`config.mk`:
```
export PLATFORM = sky130hd
export DESIGN_NAME = weight_update_scheduler_flat
export DESIGN_NICKNAME = d
export VERILOG_FILES = /design/src/rtl/weight_sched_pkg.sv /design/src/rtl/weight_update_scheduler_if.sv /design/src/rtl/weight_update_scheduler_layer_row_counter.sv /design/src/rtl/weight_update_scheduler.sv /design/src/flat_wrapper.sv
export SDC_FILE = /design/constraint.sdc
export NUM_CORES = 1
export LEC_CHECK = 0
export CORE_AREA = 5 5 112 114
export DETAILED_ROUTE_END_ITERATION = 10
export DIE_AREA = 0 0 117 119
export PLACE_DENSITY = 0.74
export SKIP_LAST_GASP = 1
export SLEW_MARGIN = 10
export SYNTH_ARGS = -nofsm -noshare
export SYNTH_HDL_FRONTEND = slang
export SYNTH_SLANG_ARGS = --single-unit
```
`constraint.sdc`:
```
create_clock -name clk -period 4.7 [get_ports clk]
set_input_delay 1.175 -clock clk [delete_from_list [all_inputs] [get_ports clk]]
set_output_delay 1.175 -clock clk [all_outputs]
set_load 0.05 [all_outputs]
```
`src/rtl/weight_sched_pkg.sv`:
```
// Shared types and helpers for weight_update_scheduler and its row/layer counter.
package weight_sched_pkg;

  typedef enum logic [1:0] {
    IDLE  = 2'd0,
    FETCH = 2'd1,
    ISSUE = 2'd2,
    DONE  = 2'd3
  } weight_sched_state_t;

  // Counter width for n positions; a single position still needs one bit.
  function automatic int unsigned idx_width(input int unsigned n);
    return (n <= 1) ? 1 : $clog2(n);
  endfunction

endpackage

```
`src/rtl/weight_update_scheduler_if.sv`:
```
// Gradient handshake, shared read port and weight_storage update/read bus.
interface weight_update_scheduler_if #(
  parameter int unsigned data_size = 16,
  parameter int unsigned size      = 3
);
  logic                        grad_valid;
  logic                        grad_ready;
  logic [data_size*size-1:0]   grad_data;
  logic                        rd_req;
  logic [31:0]                 rd_layer;
  logic [31:0]                 rd_row;
  logic                        rd_grant;
  logic [31:0]                 ws_layer_index;
  logic [31:0]                 ws_row_index;
  logic [data_size*size-1:0]   ws_dc_dw;
  logic                        ws_is_update;
  logic [31:0]                 ws_w_layer_index;
  logic [31:0]                 ws_w_row_index;
  logic                        ws_is_read;

  modport master (
    output grad_valid, grad_data, rd_req, rd_layer, rd_row,
    input  grad_ready, rd_grant, ws_layer_index, ws_row_index, ws_dc_dw,
           ws_is_update, ws_w_layer_index, ws_w_row_index, ws_is_read
  );

  modport slave (
    input  grad_valid, grad_data, rd_req, rd_layer, rd_row,
    output grad_ready, rd_grant, ws_layer_index, ws_row_index, ws_dc_dw,
           ws_is_update, ws_w_layer_index, ws_w_row_index, ws_is_read
  );
endinterface

```
`src/rtl/weight_update_scheduler_layer_row_counter.sv`:
```
// Nested row/layer position counter; WEIGHT_SCHED_REVERSE_EN makes layers descend.
module layer_row_counter
  import weight_sched_pkg::*;
#(
  parameter int unsigned size       = 3,
  parameter int unsigned layer_size = 5
) (
  input  logic                                clk,
  input  logic                                rst_n,
  input  logic                                load,
  input  logic                                advance,
  output logic [idx_width(size)-1:0]          row,
  output logic [idx_width(layer_size)-1:0]    layer,
  output logic                                last
);
  localparam int unsigned RW = idx_width(size);
  localparam int unsigned LW = idx_width(layer_size);
  localparam logic [RW-1:0] ROW_LAST = RW'(size - 1);
  localparam logic [RW-1:0] ROW_ONE  = RW'(1);
  localparam logic [LW-1:0] LAY_ONE  = LW'(1);

`ifdef WEIGHT_SCHED_REVERSE_EN
  localparam logic [LW-1:0] LAY_FIRST = LW'(layer_size - 1);
  localparam logic [LW-1:0] LAY_LAST  = '0;
  logic [LW-1:0] layer_next;
  assign layer_next = layer - LAY_ONE;
`else
  localparam logic [LW-1:0] LAY_FIRST = '0;
  localparam logic [LW-1:0] LAY_LAST  = LW'(layer_size - 1);
  logic [LW-1:0] layer_next;
  assign layer_next = layer + LAY_ONE;
`endif

  assign last = (row == ROW_LAST) && (layer == LAY_LAST);

  always_ff @(posedge clk or negedge rst_n) begin
    if (!rst_n) begin
      row   <= '0;
      layer <= '0;
    end else if (load) begin
      row   <= '0;
      layer <= LAY_FIRST;
    end else if (advance) begin
      if (row == ROW_LAST) begin
        row   <= '0;
        layer <= last ? LAY_FIRST : layer_next;
      end else begin
        row <= row + ROW_ONE;
      end
    end
  end
endmodule

```
`src/rtl/weight_update_scheduler.sv`:
```
// Sweeps every (layer,row), pulls gradient rows and issues updates; reads always win.
// Optional build macro WEIGHT_SCHED_REVERSE_EN sweeps layers from last to first.
module weight_update_scheduler
  import weight_sched_pkg::*;
#(
  parameter int unsigned data_size  = 16,
  parameter int unsigned size       = 3,
  parameter int unsigned layer_size = 5
) (
  input  logic                    clk,
  input  logic                    rst_n,
  input  logic                    start,
  input  logic                    abort,
  output logic                    busy,
  output logic                    done,
  weight_update_scheduler_if.slave bus
);
  localparam int unsigned RW = idx_width(size);
  localparam int unsigned LW = idx_width(layer_size);

  weight_sched_state_t state_q, state_d;
  logic [RW-1:0] row;
  logic [LW-1:0] layer;
  logic last, load, advance, capture, update, ready, conflict;
  logic [data_size*size-1:0] dc_q;

  layer_row_counter #(
    .size       (size),
    .layer_size (layer_size)
  ) u_counter (
    .clk     (clk),
    .rst_n   (rst_n),
    .load    (load),
    .advance (advance),
    .row     (row),
    .layer   (layer),
    .last    (last)
  );

  assign bus.ws_layer_index   = 32'(layer);
  assign bus.ws_row_index     = 32'(row);
  assign bus.ws_dc_dw         = dc_q;
  assign bus.ws_is_update     = update;
  assign bus.grad_ready       = ready;
  assign bus.rd_grant         = bus.rd_req;
  assign bus.ws_is_read       = bus.rd_req;
  assign bus.ws_w_layer_index = bus.rd_layer;
  assign bus.ws_w_row_index   = bus.rd_row;

  assign conflict = bus.rd_req && (bus.rd_layer == bus.ws_layer_index)
                                && (bus.rd_row == bus.ws_row_index);
  assign busy = (state_q != IDLE);
  assign done = (state_q == DONE);

  always_comb begin
    state_d = state_q;
    load    = 1'b0;
    advance = 1'b0;
    capture = 1'b0;
    update  = 1'b0;
    ready   = 1'b0;
    case (state_q)
      IDLE: begin
        load = 1'b1;
        if (start) state_d = FETCH;
      end
      FETCH: begin
        ready = 1'b1;
        if (bus.grad_valid) begin
          capture = 1'b1;
          state_d = ISSUE;
        end
      end
      ISSUE: begin
        if (!conflict) begin
          update  = 1'b1;
          advance = 1'b1;
          state_d = last ? DONE : FETCH;
        end
      end
      DONE:    state_d = IDLE;
      default: state_d = IDLE;
    endcase
    // Abort overrides everything, including a same-cycle update or capture.
    if (abort && state_q != IDLE) begin
      state_d = IDLE;
      capture = 1'b0;
      update  = 1'b0;
      advance = 1'b0;
      ready   = 1'b0;
    end
  end

  always_ff @(posedge clk or negedge rst_n) begin
    if (!rst_n) begin
      state_q <= IDLE;
      dc_q    <= '0;
    end else begin
      state_q <= state_d;
      if (capture) dc_q <= bus.grad_data;
    end
  end
endmodule

```
`src/flat_wrapper.sv`:
```
// flat-port wrapper written by rule: the top's interface ports become plain ports
module weight_update_scheduler_flat import weight_sched_pkg::*;
#(
  parameter int unsigned data_size  = 16,
  parameter int unsigned size       = 3,
  parameter int unsigned layer_size = 5
)
  (clk, rst_n, start, abort, busy, done, bus_grad_valid, bus_grad_data, bus_rd_req, bus_rd_layer, bus_rd_row, bus_grad_ready, bus_rd_grant, bus_ws_layer_index, bus_ws_row_index, bus_ws_dc_dw, bus_ws_is_update, bus_ws_w_layer_index, bus_ws_w_row_index, bus_ws_is_read);
  weight_update_scheduler_if #(.data_size(data_size), .size(size)) bus_i ();
  input  logic clk;
  input  logic rst_n;
  input  logic start;
  input  logic abort;
  output logic busy;
  output logic done;
  input wire logic [$bits(bus_i.grad_valid)-1:0] bus_grad_valid;
  input wire logic [$bits(bus_i.grad_data)-1:0] bus_grad_data;
  input wire logic [$bits(bus_i.rd_req)-1:0] bus_rd_req;
  input wire logic [$bits(bus_i.rd_layer)-1:0] bus_rd_layer;
  input wire logic [$bits(bus_i.rd_row)-1:0] bus_rd_row;
  output wire logic [$bits(bus_i.grad_ready)-1:0] bus_grad_ready;
  output wire logic [$bits(bus_i.rd_grant)-1:0] bus_rd_grant;
  output wire logic [$bits(bus_i.ws_layer_index)-1:0] bus_ws_layer_index;
  output wire logic [$bits(bus_i.ws_row_index)-1:0] bus_ws_row_index;
  output wire logic [$bits(bus_i.ws_dc_dw)-1:0] bus_ws_dc_dw;
  output wire logic [$bits(bus_i.ws_is_update)-1:0] bus_ws_is_update;
  output wire logic [$bits(bus_i.ws_w_layer_index)-1:0] bus_ws_w_layer_index;
  output wire logic [$bits(bus_i.ws_w_row_index)-1:0] bus_ws_w_row_index;
  output wire logic [$bits(bus_i.ws_is_read)-1:0] bus_ws_is_read;
  assign bus_i.grad_valid = bus_grad_valid;
  assign bus_i.grad_data = bus_grad_data;
  assign bus_i.rd_req = bus_rd_req;
  assign bus_i.rd_layer = bus_rd_layer;
  assign bus_i.rd_row = bus_rd_row;
  assign bus_grad_ready = bus_i.grad_ready;
  assign bus_rd_grant = bus_i.rd_grant;
  assign bus_ws_layer_index = bus_i.ws_layer_index;
  assign bus_ws_row_index = bus_i.ws_row_index;
  assign bus_ws_dc_dw = bus_i.ws_dc_dw;
  assign bus_ws_is_update = bus_i.ws_is_update;
  assign bus_ws_w_layer_index = bus_i.ws_w_layer_index;
  assign bus_ws_w_row_index = bus_i.ws_w_row_index;
  assign bus_ws_is_read = bus_i.ws_is_read;
  weight_update_scheduler #(.data_size(data_size), .size(size), .layer_size(layer_size)) u_core (.clk(clk), .rst_n(rst_n), .start(start), .abort(abort), .busy(busy), .done(done), .bus(bus_i));
endmodule
```
[Word-level counts from Yosys, hierarchy flattened]
Cells that the tools add are included.
Storage, ports and cells
  flip-flop bits (word level): 55
  bits of input ports: 118
Cells by class
  mux-type cells: 22
  add/subtract/negate cells: 2
  reductions and logical operators: 10
  equal/unequal tests: 10
Operators with widths (count)
  32-bit by 2-bit equality test with 1-bit output: 1
  32-bit by 3-bit equality test with 1-bit output: 1
  2-bit 2-to-1 mux: 8
  3-bit 2-to-1 mux: 4
  1-bit 2-to-1 mux: 9
  2-bit one-hot mux with 4 select lines: 1
  2-bit equality test, second input constant: 3
  3-bit by 2-bit inequality test with 1-bit output, second input constant: 2
  2-bit nonzero test: 3
  1-bit logical AND: 4
  3-bit by 1-bit adder with 3-bit output, second input constant: 1
  3-bit equality test, second input constant: 1
  3-bit inequality test, second input constant: 1
  3-bit AND reduction: 1
  2-bit by 1-bit adder with 2-bit output, second input constant: 1
  2-bit by 1-bit equality test with 1-bit output, second input constant: 1
  2-bit zero test: 1
  2-bit AND reduction: 1

[Longest topological paths before layout]
  word-level depth: 8
  mapped depth: 7
  gate-level depth less buffers: 6

[Modules after synthesis]
A second synthesis with hierarchy kept.
Unflattened totals
  cell total of the unflattened synthesis: 310
  area, all modules: 3482.1 µm²
Modules (own cells, without submodules)
  weight_update_scheduler: sequential area each 1251.2 µm², area each 3195.6 µm², times used 1, cells each 283
  layer_row_counter: sequential area each 125.1 µm², area each 286.5 µm², times used 1, cells each 27

[Worst setup path before layout]
Ideal clock, no wire load.
  path type: in2out
  from: in bus_rd_layer[22]
  to: out bus_ws_is_update
  stages: 5
  data arrival time: 2.203 ns
  slack: 1.322 ns
  cells stage by stage: nor4_2 nand4_1 nor4_2 a2111oi_2 buf_6
Between the ends
  word-level cells in the longest chain between the ends: 6
Ends and longest elaborated chain
  from (decl): RTL line flat_wrapper.sv:19  | input wire logic [$bits(bus_i.rd_layer)-1:0] bus_rd_layer;
  32-bit by 3-bit equality test with 1-bit output: RTL line weight_update_scheduler.sv:50  | assign conflict = bus.rd_req && (bus.rd_layer == bus.ws_layer_index)
  1-bit logical AND: RTL line weight_update_scheduler.sv:50
  1-bit logical AND: RTL line weight_update_scheduler.sv:51  | && (bus.rd_row == bus.ws_row_index);
  1-bit 2-to-1 mux: RTL line weight_update_scheduler.sv:75  | if (!conflict) begin
  1-bit 2-to-1 mux: RTL line weight_update_scheduler.sv:62  | case (state_q)
  1-bit 2-to-1 mux: RTL line weight_update_scheduler.sv:85  | if (abort && state_q != IDLE) begin
  to (decl): RTL line flat_wrapper.sv:26  | output wire logic [$bits(bus_i.ws_is_update)-1:0] bus_ws_is_update;
Every way passes these cells.

[Worst setup path in the final report]
  from: in bus_rd_row[27]
  to: out bus_ws_is_update
Between the ends
  word-level cells in the longest chain between the ends: 5
Ends and longest elaborated chain
  from (decl): RTL line flat_wrapper.sv:20  | input wire logic [$bits(bus_i.rd_row)-1:0] bus_rd_row;
  32-bit by 2-bit equality test with 1-bit output: RTL line weight_update_scheduler.sv:51
  1-bit logical AND: RTL line weight_update_scheduler.sv:51
  1-bit 2-to-1 mux: RTL line weight_update_scheduler.sv:75
  1-bit 2-to-1 mux: RTL line weight_update_scheduler.sv:62
  1-bit 2-to-1 mux: RTL line weight_update_scheduler.sv:85
Every way passes these cells.

==> impl_metrics.toml <==
[timing]
final.period_utilization_pct = 87.3
slew-limit-headroom_pct = 53.9
worstMarginPinSlew_ns = 0.692
postLayoutSetupSlackWorst_ns = 0.599
clock_skew_ns = 0.00540
setup_viol_count_final = 0
fmax_mhz = 244
period_minus_slack_ns = 4.10
final.setup.tns_ns = 0
hold_viol = 0
rsz0062_at_grt = "false"
whs_ns = 0.485
maxSlewViolCount = 0

[worst_setup_path]
cp.required_ns = 3.52
worstSetupStartpoint = "bus_rd_row[27]"
r2r-start = "u_core.u_counter.layer[2]"
critPathMaxStageDelay_ns = 0.44
reg2reg_depth = 7
setup.worst_path.class = "in2out"
cpMaxStageDelayCell = "clkdlybuf4s50_1"
reg2reg_slack_ns = 2.69
cp_max_fo = 2
r2r-end = "u_core.u_counter.layer[1]"
cp_top_family = "simple AND/OR/NAND/NOR gates"
worstSetupStartpointType = "primary input"
crit_arrival_ns = 2.93
cp-end-kind = "output port"
critPathBufInv = 2
worstPathCellList = "clkdlybuf4s50_1, nor4_1, nand4_1, nor4_2, a2111oi_2, buf_12"

[synthesis]
ys_seq_elements = 55
syn_inst = 296
yosysWarningCount = 0
syn_area_per_cell_sq_um = 11.3
yosysUniqueCellTypes = 32
async_flop_share_pct = 100
synth_area_sq_um = 3350
synth_top_area_share_pct = 41.1
synth_top_flop_cell = "dfrtp_1"
synth_common_cells = "buf_4 (127), dfrtp_1 (55), mux2_1 (48)"
yosysTopAreaCell = "dfrtp_1"
synth_edf_count = 0
synth_area_leaders = "dfrtp_1 (41%), buf_4 (28%), mux2_1 (16%)"
yosysSeqAreaShare_pct = 41.1
synth.most_common_cell = "buf_4"

[floorplan]
initial_core_util_pct = 29.6
coreArea_sq_um = 11300
die_w_microns = 117
die_h_microns = 119
die_area_sq_um = 13900
rows = 39
io_pins = 300

[routing]
first_pass_iters = 4
drt-initial-drc-count = 48
drc = 0
wire_per_inst_microns = 18.5
routed_wirelength_mm = 11.4
ant_nets = 0
via_count = 2575
routed_via_density = 4.18

[clock_tree]
cts_hold_buf = 0
clk_latency_ns = 0.29
clock_path_buffers = 2
cts_tree = "built"
cts_resized = 0
root_buffer = "clkbuf_16"
clk_pin_slew_ns = 0.07
cts_buffers = 5
htreeDepth = 2
clock-sinks = 55
postCtsSetupRepairBufs = 0

[worst_hold_path]
hold_class = "reg2reg"
hp-start = "u_core.bus.ws_dc_dw[6]"
worstHoldPathCells = 1
hold-path-endpoint = "u_core.bus.ws_dc_dw[6]"

[status]
status = "complete, no violations"

[global_route]
grt_overflow_total = 0
antenna_found_initial = 0
grt_pass1_vias = 2880
grt_max_degree = 56
grt_util_all_layers_pct = 15.5
grt_pass1_wl_mm = 16.5

[placed_design]
gp_congestion = 0.879
hpwl_mm = 9.60
dpl_cell_area_sq_um = 5200
port_buffers = 240
dp_slack_ns = 0.539

[final_layout]
nets = 593
n_antenna_cell = 0
drive_above_1_share_pct = 5.07
fillCellCount = 1062
fin_util_pct = 47.2
areaGrowthSynthToFinish_pct = 59.6
post-route-cell-area_sq_um = 5350

[flow_run]
max_cap_viol_count = 0

[power]
vdd_drop_max_v = 0.000404
p_per_area_nw_per_um2 = 486
p_leak_uw = 0.00221
## routing by layer
metal | up-vias | global-route usage [%] | part of all wire, %
met1 | 1225 | 19.7 | 41
met4 | 0 | 3.01 | 0.50
met2 | 169 | 25.7 | 47
met3 | 6 | 5.32 | 11
met5 | - | 0 | 0
li1 | 1175 | - | -
## metrics by stage
step / power, uW / cells
final: 2600 / 616
after global routing: 2710 / 616
after CTS: 2630 / 616
after detailed placement: 2230 / 609
after global placement: 2220 / 609
after floorplan: 1730 / 354
## worst register-to-register path, cell delays in order (launching register included)
cell and delay [ns]:
dfrtp_1 0.46, xnor2_1 0.17, nand4_1 0.10, nor4_2 0.07
a2111oi_2 0.53, buf_4 0.27, a211oi_1 0.09, a41o_1 0.21
## power breakdown
part / internal (uW) / switching, uW
combinational: 496 / 1000
clock: 211 / 166
sequential: 636 / 84.4
total: 1340 / 1250
## layout make-up
class | instances | area [sq um] | share of cell area [%]
Tap cell | 143 | 179 | 3.35
Inverter | 6 | 22.5 | 0.421
Clock inverter | 1 | 8.76 | 0.164
Sequential cell | 55 | 1380 | 25.7
Timing Repair Buffer | 243 | 2430 | 45.4
Multi-Input combinational cell | 162 | 1190 | 22.3
Clock buffer | 6 | 139 | 2.60
## sequential cells by signal, indices dropped and copies added, names as in the netlist
name,cells
u_core.u_counter.layer,3
u_core.state_q,2
u_core.u_counter.row,2
u_core.bus.ws_dc_dw,48
## kinds of logic after synthesis
group / Yosys count / share of synthesized area (%)
AOI/OAI and AO/OA: 12 / 2.99
xor gates and xnor gates: 5 / 1.31
adders and majority gates: 2 / 0.747
buffers and inverters: 137 / 29.9
DFF: 55 / 41.1
muxes: 48 / 16.1
other: 1 / 0.112
and+or+nand+nor: 36 / 7.73
## layout by cell type, fill, tap and decap left out, types with 2 or more instances in the layout
| cell | netlist | final |
|---|---|---|
| a211oi_1 | 2 | 2 |
| a31o_1 | 2 | 2 |
| buf_4 | 127 | 3 |
| clkbuf_16 | 0 | 5 |
| clkdlybuf4s50_1 | 0 | 238 |
| conb_1 | 1 | 59 |
| dfrtp_1 | 55 | 55 |
| ha_1 | 2 | 2 |
| inv_1 | 6 | 6 |
| mux2_1 | 48 | 48 |
| nand2_1 | 4 | 4 |
| nand3_1 | 4 | 4 |
| nand4_1 | 4 | 4 |
| nor4_1 | 10 | 10 |
| nor4_2 | 6 | 6 |
| xor2_1 | 4 | 4 |
## how the worst max path moves through the flow
stage	depth (start not counted)	slack, ns	end
floorplan	5	1.32	bus_ws_is_update
global route	6	0.45	bus_ws_is_update
CTS	6	0.53	bus_ws_is_update
global placement	6	0.51	bus_ws_is_update
detailed placement	6	0.54	bus_ws_is_update
finish	6	0.60	bus_ws_is_update
Note: power is estimated with default switching activity, not from simulation.
